===== src/rtl/chk_watchdog.sv =====
// rtl/chk_watchdog.sv - saturating ARMED-cycle counter with timeout flag
module chk_watchdog #(
  parameter int TIMEOUT = 1000
) (
  input  logic        clk,
  input  logic        reset,
  input  logic        run,
  input  logic        clr,
  output logic [31:0] count,
  output logic        expired
);

  localparam logic [31:0] LIMIT  = 32'(TIMEOUT - 1);
  localparam logic        ENABLE = (TIMEOUT > 0);

  always_ff @(posedge clk or negedge reset) begin
    if (!reset) begin
      count <= '0;
    end else if (clr) begin
      count <= '0;
    end else if (run && (count != 32'hFFFF_FFFF)) begin
      count <= count + 32'd1;
    end
  end

  // Expiry is a pure function of the count; the caller decides whether it matters.
  assign expired = ENABLE && (count == LIMIT);

endmodule


===== config.mk =====
export PLATFORM = sky130hd
export DESIGN_NAME = chk_watchdog
export DESIGN_NICKNAME = d
export VERILOG_FILES = /design/src/rtl/chk_watchdog.sv
export SDC_FILE = /design/constraint.sdc
export NUM_CORES = 1
export LEC_CHECK = 0
export CORE_MARGIN = 10
export CORE_UTILIZATION = 40
export CTS_CLUSTER_SIZE = 8
export DETAILED_ROUTE_END_ITERATION = 8
export GPL_TIMING_DRIVEN = 0
export PLACE_DENSITY = 0.67
export SKIP_CTS_REPAIR_TIMING = 1
export SYNTH_ARGS = -nofsm -noshare
export SYNTH_HDL_FRONTEND = slang
export SYNTH_SLANG_ARGS = --single-unit

===== constraint.sdc =====
create_clock -name clk -period 2.4 [get_ports clk]
set_input_delay 0.72 -clock clk [delete_from_list [all_inputs] [get_ports clk]]
set_output_delay 0.72 -clock clk [all_outputs]
set_load 0.05 [all_outputs]

# Word-level counts from Yosys, hierarchy flattened
# Index checks and enable logic that the tools add are counted.
# word_totals
ff_bits	32
inputBits	4
output_inout_bits	33
elab_cells	8
# op_classes
addsub	1
n_eq_ne	2
n_mux	2
reduce_logical	2
# ops
cell	count
$mux W32	2
$add A32 B1 Y32 const B	1
$eq A32 B10 Y1 const B	1
$ne A32 B32 Y1 const B	1
$reduce_bool A2 Y1	1
$logic_and A1 B1 Y1	1

# Longest topological paths before layout
# logic_depth
depth_word	4
mapped_depth	8
ltp_nobuf	6

# Worst setup path before layout
# OpenSTA, ideal clock, no wires.
# synth_path
path_type	register to output
start	reg count[0]
end	out expired
arrival_time_ns	2.630
required_ns	1.680
path_slack_ns	-0.950
stages_incl_launch_ff	4
n_path_buf	0
path_cell_list	dfrtp_1 -> ha_1 -> nand4_1 -> nor4_1
# synth_between
elab_chain_len	1
# synth_rtl
item	line	rtl
from (decl)	9	output logic [31:0] count,
from (signal assigned)	22	count <= count + 32'd1;
$eq A32 B10 Y1	27	assign expired = ENABLE && (count == LIMIT);
to (decl)	10	output logic expired
# Every way passes these cells.

# Worst setup path in the final report
# layout_path
start	reg count[21]
end	out expired
# The elaborated chain is that of the path after synthesis.

==> qor.yml <==
sta:
  hold_viol: 0
  hold_ws_ns: 0.4911
  maxSlewHeadroom_pct: 50.40
  worst_slew_pin_slew_ns: 0.7439
  clock_skew_ns: 0.005639
  period_needed_ns: 2.525
  rsz0062_at_grt: "yes"
  final_max_slew_viol_count: 0
  layout_setup_ws_ns: -0.1253
  finalSetupViolations: 1
  fmax_ghz: 0.3960
  fin_crit_sh_pct: 105.2
routing:
  totalWireLength_um: 5538
  first_pass_iters: 4
  vias_per_cell: 5.699
  drt_iter0_drc: 127
  detail-route-antenna-nets: 0
  drc_errors: 0
  avgRoutedWirePerCell_um: 17.36
  num_vias: 1818
floorplanning:
  io_pins: 37
  rows: 25
  die_w_um: 89.97
  dieArea_um2: 8094
  die_h_um: 89.97
  core_area_um2: 4723
  initial_core_util_pct: 41.46
final_layout:
  largest_reg_flops: 32
  drive_gt1_share_pct: 23.02
  reg_top3: "count (32)"
  antenna_cells: 0
  final_nets: 256
  register_area_um2: 824.5
  multiInputGateArea_um2: 1146
  num-fill-cells: 441
  fin_area_um2: 2586
  regMostFlops: "count"
  area_growth_pct: 32.08
grt:
  grt_antenna_before_repair: 0
  grt_pass1_vias: 1829
  grtUsageTotal_pct: 13.51
  grt_pass1_wl_um: 9218
  grt_overflow: 0
  grt_max_degree: 33
power:
  peakVddDrop_mv: 0.2291
  powerDensity_nw_per_um2: 405.4
  total_power_w: 0.001049
  p_leak_nw: 0.9339
critical_path:
  cp-start-kind: "register"
  path_max_fanout: 8
  critPathCaptureType: "output port"
  crit_type: "reg2out"
  r2r-start: "count[0]$_DFFE_PN0P_"
  crit_required_ns: 1.68
  crit_path_start: "count[21]$_DFFE_PN0P_"
  arrival_ns: 1.81
logic_synthesis:
  ys_warn_count: 0
  ys_ff_latch: 32
  synth_area_leader_cell: "dfrtp_1"
  syn_nets: 212
  ys_seq_area_share_pct: 40.89
  yosysTopAreaCellShare_pct: 40.89
  synth.distinct_cells: 44
  postSynthCellCount: 207
  synth.area.top_cells: "dfrtp_1 (41%), a21oi_1 (5.4%), o31ai_1 (4.2%)"
  synth_area_per_cell_um2: 9.460
  syn_area_um2: 1958
clock_tree:
  clock_insertion_delay_worst_skew_ns: 0.29
  cts_buffers: 5
  cts_tree: "built"
  cts.sinks: 32
  clk_pin_slew_worst_paths_ns: 0.07
  clk_path_buf_depth: 2
  htreeDepth: 2
  clock-root-buffer: "clkbuf_8"
placed_design:
  globalplace.congestion: 0.8141
  post-dp-hpwl_um: 3931
  dpl_worst_slack_ns: -0.5328
  portBuffers: 34
  postPlaceCellArea_um2: 2416
hold_path:
  hold_class: "in2async"
run:
  drv_cap: 0
outcome:
  violations: "setup timing"
  status: "finished with violations"
## synth_stat cells (all sizes together)
cell type / instances
nor2: 14
a311oi: 3
a41oi: 1
ha: 1
o211ai: 1
nand3: 13
mux2i: 1
a21oi: 21
buf: 5
dfrtp: 32
or4: 11
or2: 3
o31ai: 11
nor2b: 3
clkbuf: 5
xnor2: 5
o21ai: 10
o41ai: 2
o21bai: 1
or3: 11
inv: 4
and3: 2
and4: 6
and3b: 1
xor2: 1
nand2: 11
mux2: 3
nor3: 5
nand4: 12
nor4: 8
## power breakdown
group / switching (W) / leakage (nW) / internal (W)
Combinational: 0.0000440 / 0.474 / 0.0000149
Sequential: 0.00000608 / 0.414 / 0.000543
Clock: 0.000207 / 0.0455 / 0.000234
## placed cells by master, fill, tap and decap left out, types with 3 or more instances in the layout
master / Yosys / final
clkdlybuf4s50_1: 0 / 30
a21oi_1: 21 / 21
dfrtp_2: 0 / 19
nor2_1: 14 / 14
nand3_1: 13 / 13
dfrtp_1: 32 / 13
nand2_1: 11 / 11
o31ai_1: 11 / 11
or4_1: 11 / 11
nand4_1: 10 / 10
or3_1: 8 / 8
o21ai_0: 7 / 7
clkbuf_1: 5 / 7
clkbuf_8: 0 / 6
xnor2_1: 5 / 5
nor4_4: 0 / 4
buf_4: 1 / 4
and4_1: 4 / 4
nor3_2: 4 / 4
inv_1: 4 / 4
buf_2: 2 / 3
or3_2: 3 / 3
a311oi_1: 3 / 3
o21ai_1: 3 / 3
nor2b_1: 3 / 3
## logic make-up (layout without fill, tap and decap cells)
logic type / after synthesis / count (layout) / share of synthesized area, %
AND/OR/NAND/NOR: 100 / 100 / 32.27
AO/OA/AOI/OAI: 50 / 50 / 16.93
flip-flops: 32 / 32 / 40.89
buffers and inverters: 14 / 59 / 3.961
XOR/XNOR: 6 / 6 / 2.684
multiplexers: 4 / 4 / 2.620
adder cells (fa/ha/maj): 1 / 1 / 0.6389
## area by class of cell
type                       count  area share, %
buffer                        10          2.419
clock buffer                   8          3.483
inverter                       4         0.5806
multi-input combinational    161          44.32
sequential                    32          31.88
tap                           67          3.241
timing repair buffer          37          14.08
## worst paths after layout
path | end | slack, ns | depth (start not counted)
max | expired | -0.13 | 4
min | count[2]$_DFFE_PN0P_ | 0.49 | 1
max reg2reg | count[30]$_DFFE_PN0P_ | 0.23 | 8
min reg2reg | count[6]$_DFFE_PN0P_ | 0.59 | 2
max in group asynchronous | count[16]$_DFFE_PN0P_ | 1.39 | 1
min in group clk | count[6]$_DFFE_PN0P_ | 0.59 | 2
## metal layers
layer  part of all wire, %  global-route usage (%)  wire length (um)
met1                    45                   16.98              2519
met4                   1.3                   5.305                70
met2                    47                   21.00              2597
met3                   6.3                   4.239               350
met5                     0                       0                 0
## critical path, stage by stage, from the launching register on
cell,delay [ns]
dfrtp_2,0.46
nor4_2,0.32
nand4_1,0.22
nor4_4,0.32
buf_6,0.20
## per-stage QoR
step | utilization (%) | setup TNS (ns) | std cells
CTS | 53.06 | -0.8601 | 316
floorplan | - | 0 | 207
finish | 54.75 | -0.1253 | 319
global route | 54.75 | -0.1753 | 319
global placement | 51.26 | -6.266 | 308
detailed placement | 51.15 | -0.5328 | 308
Power figures use the tool's default switching activity.
